--- src/rtl/alu_seq.sv ---
// alu_seq: handshaked WIDTH-bit ALU; logic ops finish in one cycle, multiply is a WIDTH-cycle shift-add.
// Define ALU_MUL_EN to build the multiplier; without it opcode 7 completes in one cycle with err=1.
module alu_seq #(
  parameter int WIDTH = 4
) (
  input  logic               clk,
  input  logic               rst,
  input  logic               start,
  input  logic [WIDTH-1:0]   a,
  input  logic [WIDTH-1:0]   b,
  input  logic [2:0]         select,
  output logic [2*WIDTH-1:0] out,
  output logic               busy,
  output logic               done,
  output logic               err
);

  localparam int W2 = 2 * WIDTH;

`ifdef ALU_MUL_EN
  typedef enum logic [1:0] {IDLE = 2'd0, EXEC = 2'd1, MUL = 2'd2} state_t;
`else
  typedef enum logic [1:0] {IDLE = 2'd0, EXEC = 2'd1} state_t;
`endif

  state_t           state, state_nxt;
  logic [WIDTH-1:0] a_reg, b_reg;
  logic [2:0]       sel_reg;
  logic [WIDTH:0]   sum, diff;
  logic [W2-1:0]    exec_res;
  logic             exec_err;

`ifdef ALU_MUL_EN
  localparam int CW = $clog2(WIDTH);
  logic [CW-1:0] cnt;
  logic [W2-1:0] acc, acc_sum;
  logic          mul_last;

  // one multiplier bit per edge; the final partial product lands directly in out
  assign acc_sum  = acc + (b_reg[cnt] ? ({{WIDTH{1'b0}}, a_reg} << cnt) : {W2{1'b0}});
  assign mul_last = (cnt == CW'(WIDTH - 1));
`endif

  always_comb begin
    state_nxt = state;
    case (state)
      IDLE: begin
        if (start) begin
`ifdef ALU_MUL_EN
          state_nxt = (select == 3'd7) ? MUL : EXEC;
`else
          state_nxt = EXEC;
`endif
        end
      end
      EXEC: state_nxt = IDLE;
`ifdef ALU_MUL_EN
      MUL: if (mul_last) state_nxt = IDLE;
`endif
      default: state_nxt = IDLE;
    endcase
  end

  always_comb begin
    sum      = {1'b0, a_reg} + {1'b0, b_reg};
    diff     = {1'b0, a_reg} - {1'b0, b_reg};
    exec_res = '0;
    exec_err = 1'b0;
    case (sel_reg)
      3'd0: exec_res = {{(WIDTH-1){1'b0}}, sum};
      3'd1: exec_res = {{(WIDTH-1){1'b0}}, diff};
      3'd2: exec_res = {{WIDTH{1'b0}}, a_reg & b_reg};
      3'd3: exec_res = {{WIDTH{1'b0}}, a_reg | b_reg};
      3'd4: exec_res = {{WIDTH{1'b0}}, a_reg ^ b_reg};
      3'd5: exec_res = {{(WIDTH-1){1'b0}}, a_reg, 1'b0};
      3'd6: exec_res = {{WIDTH{1'b0}}, a_reg >> 1};
      default: exec_err = 1'b1;  // multiply only reaches EXEC when it is compiled out
    endcase
  end

  always_ff @(posedge clk) begin
    if (rst) begin
      state   <= IDLE;
      out     <= '0;
      busy    <= 1'b0;
      done    <= 1'b0;
      err     <= 1'b0;
      a_reg   <= '0;
      b_reg   <= '0;
      sel_reg <= '0;
`ifdef ALU_MUL_EN
      acc     <= '0;
      cnt     <= '0;
`endif
    end else begin
      state <= state_nxt;
      done  <= 1'b0;
      case (state)
        IDLE: begin
          if (start) begin
            a_reg   <= a;
            b_reg   <= b;
            sel_reg <= select;
            busy    <= 1'b1;
`ifdef ALU_MUL_EN
            acc     <= '0;
            cnt     <= '0;
`endif
          end
        end
        EXEC: begin
          out  <= exec_res;
          err  <= exec_err;
          done <= 1'b1;
          busy <= 1'b0;
        end
`ifdef ALU_MUL_EN
        MUL: begin
          acc <= acc_sum;
          cnt <= cnt + 1'b1;
          if (mul_last) begin
            out  <= acc_sum;
            err  <= 1'b0;
            done <= 1'b1;
            busy <= 1'b0;
          end
        end
`endif
        default: ;
      endcase
    end
  end

endmodule

--- config.mk ---
export PLATFORM = sky130hd
export DESIGN_NAME = alu_seq
export DESIGN_NICKNAME = d
export VERILOG_FILES = /design/src/rtl/alu_seq.sv
export SDC_FILE = /design/constraint.sdc
export NUM_CORES = 1
export LEC_CHECK = 0
export CORE_AREA = 10 10 62 59
export DETAILED_ROUTE_END_ITERATION = 6
export DIE_AREA = 0 0 72 69
export GPL_TIMING_DRIVEN = 1
export PLACE_DENSITY_LB_ADDON = 0.15
export SLEW_MARGIN = 20
export SYNTH_ARGS = -nofsm -noshare
export SYNTH_HDL_FRONTEND = slang
export SYNTH_SLANG_ARGS = --single-unit
--- constraint.sdc ---
create_clock -name clk -period 5.55 [get_ports clk]
set_clock_uncertainty 0.05 [all_clocks]
set_input_delay 0.555 -clock clk [delete_from_list [all_inputs] [get_ports clk]]
set_output_delay 0.555 -clock clk [all_outputs]
set_load 0.01 [all_outputs]
Word-level counts from Yosys, hierarchy flattened. Cells that the tools add are included.

Register bits: 23. Output and inout port bits: 11. Word-level logic and storage cells: 33. Input port bits: 14.

Muxes and demuxes: 5. Reduce and logical (&&, ||, !) cells: 7. Bitwise operators: 4. Equality and inequality tests: 7. Add/subtract/negate cells: 2.

Operator list (number): 5-bit one-hot mux with 7 select lines (1); 3-bit equality test (second input constant) (3); 7-bit OR reduction (1); 3-bit by 2-bit equality test with 1-bit output (second input constant) (2); 4-bit by 4-bit adder with 5-bit output (1); 4-bit by 4-bit subtractor with 5-bit output (1); 4-bit bitwise AND (1); 4-bit bitwise OR (1); 2-bit AND reduction (2); 4-bit XOR (1); 3-bit by 1-bit equality test with 1-bit output (second input constant) (1); 3-bit zero test (1); 1-bit 2-to-1 mux (3); 2-bit zero test (1); 2-bit != test (second input constant) (1); 1-bit one-hot mux with 2 select lines (1); 2-bit nonzero test (1); 2-bit OR reduction (1); 1-bit inverter (1).

Logic depth before layout (Yosys ltp). Gate-level depths: netlist of the first run.

Depth after elaboration: 3. Gate-level depth with buffers: 9. Mapped depth without buffers: 9.

Worst setup path after synthesis of the first run. No wires, ideal clock.

Kind: register to register. Start point: register sel_reg[1]. End point: register out[4]. Stages on the path, launching flop included: 9. Period minus slack after synthesis: 2.203 ns. Setup time: 0.130 ns. Arrival time: 2.023 ns. Path slack: 3.347 ns. Data required time: 5.370 ns. Path through: dfxtp_1 buf_6 nor3b_2 mux2_2 fa_1 nand2b_1 a21oi_1 xor2_1 o22ai_2.

Cells in the longest elaborated chain, start to end: 2. Elaborated cells between the ends (all ways): 8. Those cells by class: eq/ne: 6; mux: 1; reduce/logical: 1.

Ends and longest elaborated chain: from (decl) (RTL line 28) `logic [2:0] sel_reg;`; from (signal assigned) (RTL line 103) `sel_reg <= select;`; 3-bit equality test, or another cell as far along (RTL line 69) `case (sel_reg)`; 5-bit one-hot mux with 7 select lines * (RTL line 69); to (signal assigned) (RTL line 112) `out <= exec_res;`; to (decl) (RTL line 12) `output logic [2*WIDTH-1:0] out,`.

Mark *: on every way between the ends. The rest lies on a longest branch, timed or not. A chain may end at the register's enable or synchronous reset.

Final worst setup path of the first run.
Start point: register sel_reg[0]. End point: register out[2].

The elaborated chain is that of the path after synthesis.

==> metrics.md, run 1 <==
| Metric | Value |
|---|---|
| Dpl cells | just under 200 |
| Crit-path max FO | 16 |
| CP required | roughly 5.7 ns |
| Synth cell types | 40 |
| R2r setup slk | 2.97 ns |
| Fin util | 0.633 |
| Mapped cell area | 1270 µm² |
| Worst-path clk slew | 0.12 ns |
| Crit path to | out[2] |
| Initial core utilization | 0.532 |
| Post-synthesis sequential area ratio | 0.316 |
| Die Ht | 69 µm |
| Largest net degree at the start of global routing | 19 |
| Slew Limit Fails | 0 |
| Final Hold Viols | 0 |
| Total Routing Usage GR | 0.121 |
| Most frequent cells in the layout | nand2_1 (30), clkdlybuf4s50_1 (21), dfxtp_1 (20), a21oi_1 (17), ha_1 (13) |
| Run status | finished clean |
| Min-delay worst type | reg2reg |
| Reg2reg start | sel_reg[0] |
| Post-cts gate resize count | 0 |
| Final setup vio count | 0 |
| First-pass iteration count of the detailed router | 4 |
| Largest register FFs | 5 |
| DR vias/cell | 5.42 |
| Fmax | 0.387 GHz |
| Number of cells produced by synthesis | between 150 and 200 |
| GPL Wtd Cong | 0.903 |
| Fin crit share | 0.465 |
| Dominant synthesized flop cell | dfxtp_1 |
| Post-DRT Antenna Nets | 0 |
| # nets final | 204 |
| Dpl hpwl | ~2.3 mm |
| Initial antenna violation count | 0 |
| Synthesized area per cell | 8.01 µm² |
| # DRC | 0 |
| Port Buf Inserts | 21 |
| CTS buffer count | 3 |
| H-tree Lvls | 1 |
| Worst-margin pin slew | 0.762 ns |
| Worst R2R End | out[2] |
| CTS tree | done |
| Std-Cell Rows | 17 |
| DR WL/cell | 14.7 µm |
| TritonCTS Sinks | 20 |
| WS Path Type | reg2reg |
| Crit path capture type | flop |
| Worst Setup SP | sel_reg[0] |
| Layout cells sized above 1 | 0.0571 |
| Gr ovfl total | 0 |
| Vias in the first global route | 1,163 |
| Hold-fix buffers, CTS | 0 |
| TNS Setup | 0 ns |
| VDD IR max | approximately 200 µV |
| Slew margin rel. | 0.491 |
| R2R cell count | 7 |
| PD cells | 251 nW/µm² |
| Final std cells w/o fill | 203 |
| Die Area | about 5000 µm² |
| Area grow syn2layout | 19.1% |
| Commonest non-fill, non-tap cell in the layout | nand2_1 |
| Post-CTS Setup Inserts | 0 |
| Fillers | between 200 and 250 |
| DRT iter0 DRCs | 62 |
| # Max-Cap Violations | 0 |
| Leak | 0.598 nW |
| DR vias | 1,100 |
| Ys Warns | 0 |
| N_diodes | 0 |
| Clock Latency Late Sink | roughly 0.30 ns |
| Routed WL | 2.98 mm |
| Worst hold slack | 0.413 ns |
| IO Pins | 25 |
| CP arrival | 2.74 ns |
| Die width | 72 µm |
| Crit path time final | 2.58 ns |
| Yosys reg bits | 20 |
| Clock buffer depth | 2 |
| Core area | 2380 µm² |
| RSZ-0062 raised after global routing | false |
| Asr flop ratio synth | 0 |
| First-pass GRT wire length | between 5 and 6 mm |
| Number of synthesized flops with an enable pin | 0 |
| Startpoint Class | flop |
| Root Driver | clkbuf_4 |
-- stage by stage --
step / setup WS [ns] / cell area, µm² / power [mW]
floorplan: 3.35 / 1270 / 0.232
global route: 2.77 / 1510 / 0.400
detailed placement: 3.01 / 1460 / 0.260
finish: 2.97 / 1510 / 0.378
CTS: 2.98 / 1510 / 0.381
global placement: 3.07 / 1460 / 0.258
-- power by group --
part,switching [mW],total (mW),internal (mW)
Combinational,0.0445,0.0926,0.0480
Clock,0.0480,0.121,0.0730
Sequential,0.0124,0.165,0.153
-- worst max-delay path, stage by stage (launching register included) --
cell and delay (ns):
dfxtp_1 0.64, nor3b_2 0.36, mux2_2 0.40, fa_1 0.43
xor2_1 0.16, o21ai_1 0.09, a221oi_2 0.28, o21ai_1 0.08
-- logic make-up after synthesis --
logic type / synth area share
and+or+nand+nor: 0.209
xor gates and xnor gates: 0.0277
adders and majority gates: 0.144
DFF: 0.316
other: 0.00296
muxes: 0.0267
buffers and inverters: 0.0860
AOI/OAI and AO/OA: 0.188
-- metal layers --
layer  track usage  wire length (µm)  share of wire
met5             0                 0              0
met1         0.142              1330           0.45
met2         0.205              1420           0.48
met3        0.0314               198          0.066
met4        0.0362                25         0.0084
-- worst min path at each step --
stage              from        to  slack [ns]  cells after the start
3_5_place_dp       busy      busy        0.39                      1
3_3_place_gp       busy      busy        0.39                      1
4_1_cts          out[1]    out[1]        0.42                      2
5_1_grt          out[1]    out[1]        0.44                      2
6_report           busy      busy        0.41                      1
2_1_floorplan  b_reg[1]  b_reg[1]        0.41                      2
-- cells in the mapped netlist (2+ instances only) --
cell	number	area share
xor2_1	2	0.014
clkbuf_1	2	0.0059
buf_2	3	0.012
ha_1	13	0.13
nand2_1	30	0.089
a21oi_1	17	0.067
xnor2_1	2	0.014
o21a_1	3	0.018
inv_1	11	0.033
a22oi_1	2	0.012
nand3_1	2	0.0079
a31oi_1	2	0.0099
buf_4	4	0.024
dfxtp_1	20	0.32
nand4_1	2	0.0099
nand2b_1	2	0.0099
o21ai_1	4	0.016
nor2_1	9	0.027
mux2_1	2	0.018
nor2b_1	6	0.030
-- final cells by class --
type                       count  area [µm²]  share of cell area
multi-input combinational    118         764               0.507
timing repair buffer          21         210               0.139
sequential                    20         400               0.266
clock inverter                 1        30.0              0.0199
tap                           28        35.0              0.0232
inverter                      12        45.0              0.0299
clock buffer                   3        22.5              0.0149
No activity file was read; power rests on OpenSTA's default activity.
==> run 2, diff against run 1 <==
Settings changed: CORE_AREA 10 10 62 59 to 10 10 67 63, DIE_AREA 0 0 72 69 to 0 0 77 73.
Clock period 5.55 ns to 2.3 ns, I/O delays scaled along.
==> metrics.md, run 2 (synthesis results as in run 1) <==
| Metric | Value |
|---|---|
| CP required | 2.44 ns (-3.27 ns) |
| Worst Hold Endpoint | a_reg[2] |
| Gr busiest metal | met2 |
| DR WL/cell | 13.3 µm (-9.5%) |
| Slew Limit Fails | 0 (unchanged) |
| Min-delay worst type | in2reg |
| Clock buffer depth | 2 (unchanged) |
| Crit-path max FO | 4 (-12) |
| Final Hold Viols | 0 (unchanged) |
| Clock Latency Late Sink | 0.30 ns (about the same) |
| Run status | finished clean |
| TNS Setup | 0 ns (unchanged) |
| Area grow syn2layout | 22.0% |
| Worst Setup SP | b_reg[0] |
| CTS buffer count | 3 (unchanged) |
| WS Path Type | reg2reg |
| Fmax | 0.471 GHz (+21%) |
| Clock power frac | 0.209 (-0.111) |
| Largest net degree at the start of global routing | 16 (-3) |
| Die width | 77 µm (+6.9%) |
| Crit path capture type | flop |
| Initial core utilization | 0.433 (-0.0985) |
| # nets final | 210 (+2.9%) |
| R2r setup slk | 0.17 ns (-2.79 ns) |
| WHS Path Cells | 3 (+2) |
| Internal power | 553 µW (+100%) |
| DR vias | 1,099 (-0.091%) |
| Switching Power | 242 µW (+130%) |
| Fin crit share | 0.924 (+0.459) |
| Setup WS pre-CTS | 0.0720 ns (-2.94 ns) |
| Hold path startpoint | a[2] |
| Sw Share | 0.304 (+0.0269) |
| R2R cell count | 8 (+1) |
| RSZ-0062 raised after global routing | false |
| WP buf/inv | 1 (+1) |
| Root Driver | clkbuf_4 |
| CP arrival | 2.27 ns (-0.47 ns) |
| CTS tree | done |
| GPL Wtd Cong | 0.878 (-2.8%) |
| Startpoint Class | flop |
| Layout cells sized above 1 | 0.100 (+0.0429) |
| Dpl hpwl | 2.35 mm (+3.8%) |
| Worst path max stage delay | 0.38 ns (-0.26 ns) |
| # DRC | 0 (unchanged) |
| Worst path top cell family by delay | adder cells |
| Worst path cell trace | inv_1, ha_1, mux2_2, fa_2, nand2b_1, a21oi_1, xor2_1, o22ai_2 |
| Routed WL | 2.95 mm (-1.0%) |
| Initial antenna violation count | 0 (unchanged) |
| Most frequent cells in the layout | nand2_1 (30), clkdlybuf4s50_1 (21), dfxtp_1 (18), a21oi_1 (17), ha_1 (13) |
| Post-CTS Setup Inserts | 0 (unchanged) |
| First-pass GRT wire length | 5.06 mm (-2.4%) |
| GR met1 Demand/Resource | 0.124 (-0.0189) |
| DRT iter0 DRCs | 30 (-52%) |
| Post-DRT Antenna Nets | 0 (unchanged) |
| Crit path time final | 2.13 ns (-0.456 ns) |
| Met2 Use GR | 0.192 (-0.0135) |
| Slowest CP cell | fa_2 |
| PD cells | 514 nW/µm² (+100%) |
| # Max-Cap Violations | 0 (unchanged) |
| Gr ovfl total | 0 (unchanged) |
| Port Buf Inserts | 21 (unchanged) |
| Std-Cell Rows | 19 (+2) |
| H-tree Lvls | 1 (unchanged) |
| Die Ht | 73 µm (+5.8%) |
| Worst-path clk slew | 0.12 ns (about the same) |
| Largest register FFs | 5 (unchanged) |
| Hold-fix buffers, CTS | 0 (unchanged) |
| Comb pwr share | 0.302 (+0.057) |
| First-pass iteration count of the detailed router | 4 (unchanged) |
| Core area | 2920 µm² (+23%) |
| GRT met3 Usage | 0.0369 (+0.00556) |
| Leak | 0.615 nW (+2.8%) |
| N_diodes | 0 (unchanged) |
| Final worst slack | 0.175 ns (-2.79 ns) |
| Total Routing Usage GR | 0.107 (-0.0142) |
| DR vias/cell | 4.95 (-8.6%) |
| Die Area | 5620 µm² (+13%) |
| Commonest non-fill, non-tap cell in the layout | nand2_1 |
| Reg2reg start | b_reg[0] |
| Sequential Power Share | 0.489 (+0.053) |
| Final setup vio count | 0 (unchanged) |
| TritonCTS Sinks | 20 (unchanged) |
| Worst R2R End | out[4] |
| Vias in the first global route | 1,109 (-4.6%) |
| IO Pins | 25 (unchanged) |
| VDD IR max | 313 µV (+60%) |
[run 2: how the worst max path moves through the flow]
stage	to	slack [ns]	cells past startpoint
2_1_floorplan	out[4]	0.1	8
4_1_cts	out[4]	0.05	8
3_3_place_gp	out[4]	0.12	8
3_5_place_dp	out[2]	0.07	8
5_1_grt	out[2]	0.06	8
6_report	out[4]	0.17	8
[run 2: through the flow]
stage | hold slack (ns) | util | cell area (µm²) | power (mW) | cells
2_1_floorplan | 0.304 | - | 1270 | 0.560 | 160
3_3_place_gp | 0.390 | 0.519 | 1520 | 0.634 | 219
3_5_place_dp | 0.395 | 0.519 | 1520 | 0.637 | 219
4_1_cts | 0.410 | 0.527 | 1540 | 0.805 | 222
5_1_grt | 0.404 | 0.528 | 1550 | 0.854 | 222
6_report | 0.417 | 0.528 | 1550 | 0.795 | 222
[run 2: worst min-delay path, stage by stage]
cell	delay (ns)
clkdlybuf4s50_1	0.39
nand2_1	0.06
a21oi_1	0.05
[run 2: repair_timing]
action                                  in CTS  in global routing
gates resized for setup                      0                  3
hold endpoints to repair                     0                  0
endpoints found under the setup margin       0                  2
[run 2: power groups by stage]
stage          sequential, mW  clock, mW  combinational [mW]
2_1_floorplan           0.397          0               0.163
3_3_place_gp            0.396          0               0.238
3_5_place_dp            0.397          0               0.241
4_1_cts                 0.389      0.174               0.242
5_1_grt                 0.393      0.189               0.272
6_report                0.389      0.166               0.240
[run 2: layout make-up]
class | count | area, µm²
Fill cell | 313 | 1380
Inverter | 12 | 45.0
Sequential cell | 20 | 403
Tap cell | 42 | 52.6
Timing Repair Buffer | 27 | 255
Clock buffer | 3 | 22.5
Multi-Input combinational cell | 118 | 767
[run 2: per-layer routing]
metal	wire, µm	share of wire
met5	0	0
met3	143	0.048
met2	1380	0.47
met4	12	0.0041
met1	1410	0.48
==> run 3, diff against run 2 <==
Settings changed: CAP_MARGIN set to 20.
==> results of run 3 <==
The final DEF is identical to that of run 2; final timing and power are the same.
